--- src/rtl/adder_arbiter.sv ---
// Shared-adder front end: three requesters compete round-robin for one WIDTH-bit
// adder whose result lands in a one-entry valid/ready output register.

module adder_arbiter_add #(
    parameter int WIDTH = 32
) (
    input  logic [WIDTH-1:0] a_i,
    input  logic [WIDTH-1:0] b_i,
    output logic [WIDTH-1:0] sum_o
);
    // Carry-out is dropped on purpose: results wrap modulo 2^WIDTH.
    assign sum_o = a_i + b_i;
endmodule

module adder_arbiter #(
    parameter int WIDTH = 32,
    parameter int NREQ  = 3
) (
    input  logic                  clk,
    input  logic                  reset,
    input  logic [NREQ-1:0]       req_valid,
    output logic [NREQ-1:0]       req_ready,
    input  logic [NREQ*WIDTH-1:0] req_a,
    input  logic [NREQ*WIDTH-1:0] req_b,
    output logic                  rsp_valid,
    input  logic                  rsp_ready,
    output logic [WIDTH-1:0]      rsp_sum,
    output logic [1:0]            rsp_id,
    output logic [15:0]           grant_cnt
);
    // Handshakes: a request transfers on an edge where req_valid[i] && req_ready[i];
    // a result transfers on an edge where rsp_valid && rsp_ready.

    logic [1:0]       ptr_q, ptr_d;
    logic             rsp_valid_q, rsp_valid_d;
    logic [WIDTH-1:0] rsp_sum_q, rsp_sum_d;
    logic [1:0]       rsp_id_q, rsp_id_d;
    logic [15:0]      grant_cnt_q, grant_cnt_d;

    logic             can_accept;
    logic             grant_any;
    logic [1:0]       grant_idx;
    logic [1:0]       cand [3];
    logic [WIDTH-1:0] op_a, op_b, add_sum;

    function automatic logic [1:0] inc3(input logic [1:0] p);
        return (p == 2'd2) ? 2'd0 : p + 2'd1;
    endfunction

    assign can_accept = !rsp_valid_q || rsp_ready;

    always_comb begin
        cand[0] = ptr_q;
        cand[1] = inc3(ptr_q);
        cand[2] = inc3(inc3(ptr_q));
        grant_any = 1'b0;
        grant_idx = 2'd0;
        for (int k = 0; k < 3; k++) begin
            if (!grant_any && req_valid[cand[k]]) begin
                grant_any = 1'b1;
                grant_idx = cand[k];
            end
        end
        // Reset is folded in here so req_ready is quiet for the whole reset pulse.
        if (reset || !can_accept) begin
            grant_any = 1'b0;
        end
        req_ready = '0;
        if (grant_any) begin
            req_ready[grant_idx] = 1'b1;
        end
    end

    assign op_a = req_a[grant_idx*WIDTH +: WIDTH];
    assign op_b = req_b[grant_idx*WIDTH +: WIDTH];

    adder_arbiter_add #(.WIDTH(WIDTH)) u_add (
        .a_i   (op_a),
        .b_i   (op_b),
        .sum_o (add_sum)
    );

    always_comb begin
        ptr_d       = ptr_q;
        rsp_valid_d = rsp_valid_q;
        rsp_sum_d   = rsp_sum_q;
        rsp_id_d    = rsp_id_q;
        grant_cnt_d = grant_cnt_q;
        if (grant_any) begin
            rsp_valid_d = 1'b1;
            rsp_sum_d   = add_sum;
            rsp_id_d    = grant_idx;
            ptr_d       = inc3(grant_idx);
            grant_cnt_d = grant_cnt_q + 16'd1;
        end else if (rsp_ready) begin
            rsp_valid_d = 1'b0;
        end
    end

    always_ff @(posedge clk or posedge reset) begin
        if (reset) begin
            ptr_q       <= 2'd0;
            rsp_valid_q <= 1'b0;
            rsp_sum_q   <= '0;
            rsp_id_q    <= 2'd0;
            grant_cnt_q <= 16'd0;
        end else begin
            ptr_q       <= ptr_d;
            rsp_valid_q <= rsp_valid_d;
            rsp_sum_q   <= rsp_sum_d;
            rsp_id_q    <= rsp_id_d;
            grant_cnt_q <= grant_cnt_d;
        end
    end

    assign rsp_valid = rsp_valid_q;
    assign rsp_sum   = rsp_sum_q;
    assign rsp_id    = rsp_id_q;
    assign grant_cnt = grant_cnt_q;

endmodule

--- config.mk ---
export PLATFORM = sky130hd
export DESIGN_NAME = adder_arbiter
export DESIGN_NICKNAME = d
export VERILOG_FILES = /design/src/rtl/adder_arbiter.sv
export SDC_FILE = /design/constraint.sdc
export NUM_CORES = 1
export LEC_CHECK = 0
export ABC_AREA = 1
export BUFFER_PORTS_ARGS = -buffer_cell sky130_fd_sc_hd__buf_4
export CORE_MARGIN = 1.5
export CORE_UTILIZATION = 49
export CTS_BUF_LIST = sky130_fd_sc_hd__clkbuf_4
export DETAILED_ROUTE_END_ITERATION = 16
export PLACE_DENSITY = 0.93
export SLEW_MARGIN = 20
export SYNTH_ARGS = -nofsm -noshare
export SYNTH_HDL_FRONTEND = slang
export SYNTH_SLANG_ARGS = --single-unit
--- constraint.sdc ---
create_clock -name clk -period 4.5 [get_ports clk]
set_input_delay 0.9 -clock clk [delete_from_list [all_inputs] [get_ports clk]]
set_output_delay 0.9 -clock clk [all_outputs]
set_load 0.1 [all_outputs]
==> results_dict.tcl <==
set metrics [dict create \
    status "completed" \
    worstPathRequired_ns 4.81 \
    htreeDepth 2 \
    cts_made_buffers 5 \
    ys_warn_count 0 \
    ff_latch_area_mm2 0.00133 \
    syn_avg_cell_area_um2 6.48 \
    fin_setup_tns_ns 0 \
    grt_setup_unrepaired "false" \
    post-cts-setup-buffer-count 0 \
    synth_most_common_cell "nand2_1" \
    worst_slew_pin_slew_ns 0.889 \
    io_buffers 251 \
    max_freq_mhz 250 \
    multiInputGateArea_mm2 0.00355 \
    worstPathArrival_ns 4.30 \
    grt_overflow 0 \
    grt_usage_pct 28.6 \
    routed_wl_um 17200 \
    grt_pass1_vias 6111 \
    worstPathMaxFanout 28 \
    r2r-start "ptr_q[0]" \
    hold_start "grant_cnt[15]" \
    antenna_found_initial 0 \
    vias 6554 \
    first_pass_iters 5 \
    grt_first_pass_wirelength_um 27300 \
    end_kind "flip-flop" \
    fillCellCount 982 \
    regToRegSetupSlack_ns 0.52 \
    fin_crit_ns 4.00 \
    final_hold_viol_count 0 \
    synthDistinctLibCells 38 \
    ioPinCount 252 \
    synth_area_mm2 0.00553 \
    dieArea_mm2 0.0119 \
    postLayoutCellArea_mm2 0.00756 \
    yosys-top-cells-area "dfrtp_1 24%, nand2_1 20%, o221ai_1 10%" \
    syn_to_final_growth_pct 36.7 \
    drv_cap 0 \
    dp_hpwl_um 14200 \
    syn_inst 854 \
    drc 0 \
    drive_above_1_share_pct 26.2 \
    cts.clk_slew.worst_paths_ns 0.16 \
    clk-insertion-delay-late_ns 0.38 \
    slew_headroom_pct 40.7 \
    drt_iter0_drc 513 \
    cts_hold_buffers 0 \
    rows 38 \
    antenna_cells 0 \
    cts.sinks 53 \
    ys_seq_area_share_pct 24.0 \
    synth_nets 1085 \
    ys_ff_latch 53 \
    clock-root-buffer "clkbuf_4" \
    async_reset_ff_share_pct 100 \
    clockBufferDepth 2 \
    ant_nets 0 \
    routedWlPerCell_um 14.1 \
    die_x_um 109 \
    clock_skew_ns 0.0149 \
    worstSetupStartpointType "input port" \
    yosys-top-cells-count "290 x nand2_1, 120 x inv_1, 63 x o221ai_1, 56 x nor2_1, 53 x dfrtp_1" \
    grt_start_max_net_pins 74 \
    start_util_pct 50.6 \
    dpl-instance-area_mm2 0.00748 \
    synth_top_area_cell "dfrtp_1" \
    ctsResizeCount 0 \
    setup-violations-final 0 \
    vias_per_cell 5.35 \
    hp-class "flip-flop to flip-flop" \
    period_share_pct 88.8 \
    synth_ff_type "dfrtp_1" \
    synth_top_area_share_pct 24.0 \
    cts_tree "done" \
    layout.nets 1316 \
    slew_violations 0 \
    critPathKind "input port to flip-flop" \
    globalplace.congestion 0.980 \
    synth_edf_count 0 \
    die_h_um 109 \
    core_mm2 0.0109 \
    startpoint "req_valid[2]" \
]
-- per-stage QoR --
step           setup WS [ns]  hold slack (ns)  util [%]  instances
2_1_floorplan          0.652            0.609         -        854
3_3_place_gp           0.322            0.466      68.4       1218
3_5_place_dp           0.188            0.469      68.4       1218
4_1_cts                0.592            0.496      69.1       1226
5_1_grt                0.232            0.511      69.1       1226
6_report               0.505            0.491      69.1       1226
-- worst max-delay path: stages --
cell	delay, ns
buf_4	0.10
nand3_1	0.14
nand3_1	0.16
inv_1	0.05
nand3_1	0.09
nand2_1	0.10
nor2_4	0.18
nand2_4	0.21
buf_4	0.25
o221ai_1	0.18
inv_1	0.08
ha_1	0.41
nand2_1	0.11
nor2_1	0.13
nand2_1	0.06
o21ai_0	0.55
a21oi_1	0.16
or2_2	0.30
a31oi_1	0.12
-- sequential cells by signal, indices dropped and copies added (netlist names) --
name and cells:
rsp_sum 32, ptr_q 2, grant_cnt 16, rsp_valid 1, rsp_id 2
-- worst paths after layout --
check,cells past startpoint,endpoint
setup / recovery,19,rsp_sum[17]
hold / removal,1,grant_cnt[15]
setup reg to reg,19,rsp_sum[17]
hold reg to reg,1,grant_cnt[15]
max in group asynchronous,2,rsp_sum[4]
min in group asynchronous,2,rsp_id[1]
-- logic make-up after synthesis --
| family | share of synthesized area, % |
|---|---|
| adders and majority gates | 7.60 |
| DFF | 24.0 |
| buffers and inverters | 11.9 |
| and+or+nand+nor | 31.5 |
| xor gates and xnor gates | 4.43 |
| AOI/OAI and AO/OA | 20.6 |
-- cells in the final DEF, fill, tap and decap left out --
| cell | synthesis | routed |
|---|---|---|
| o21ai_0 | 35 | 35 |
| dfrtp_1 | 53 | 53 |
| nand2_1 | 290 | 290 |
| buf_4 | 1 | 254 |
| or2_0 | 1 | 1 |
| nand3_2 | 2 | 2 |
| nor3_1 | 7 | 7 |
| a21oi_1 | 33 | 33 |
| a21o_1 | 11 | 11 |
| o211ai_1 | 1 | 1 |
| nor3_4 | 2 | 2 |
| nand2_2 | 2 | 2 |
| o21a_1 | 2 | 2 |
| fa_1 | 1 | 1 |
| nor2_2 | 2 | 2 |
| clkinvlp_4 | 0 | 1 |
| nand3b_1 | 2 | 2 |
| and2_1 | 1 | 1 |
| bufinv_16 | 0 | 1 |
| clkbuf_4 | 0 | 5 |
| a31oi_1 | 9 | 9 |
| buf_12 | 0 | 3 |
| o221ai_1 | 63 | 63 |
| inv_1 | 120 | 119 |
| ha_1 | 32 | 32 |
| clkinv_2 | 0 | 2 |
| nand3_1 | 38 | 38 |
| inv_2 | 4 | 3 |
| o21bai_1 | 7 | 7 |
| o2111ai_1 | 1 | 1 |
| nand4_1 | 6 | 6 |
| clkinv_1 | 0 | 1 |
| xnor2_1 | 15 | 15 |
| a21boi_0 | 3 | 3 |
| nand2_4 | 2 | 2 |
| nor4_1 | 2 | 2 |
| nor2_4 | 2 | 2 |
| xor2_1 | 13 | 13 |
| or2_2 | 3 | 3 |
| nor2_1 | 56 | 56 |
-- cell type report --
cell class              instances  area share, %
repair buffers                257           26.0
multi-input cells             644           46.9
flip-flops and latches         53           17.5
inverters                     124           6.19
well taps                     140           2.32
clock inverters                 3          0.546
clock buffers                   5          0.496
-- per-layer routing --
layer  GRT usage, %  part of all wire (%)
met1           37.6                    44
met2           47.6                    46
met3           4.66                   7.2
met4           9.37                   2.4
met5              0                     0
Power is left out: the tool's default activity adds up to more than one toggle a clock period on the data nets, which glitch-free logic cannot reach.
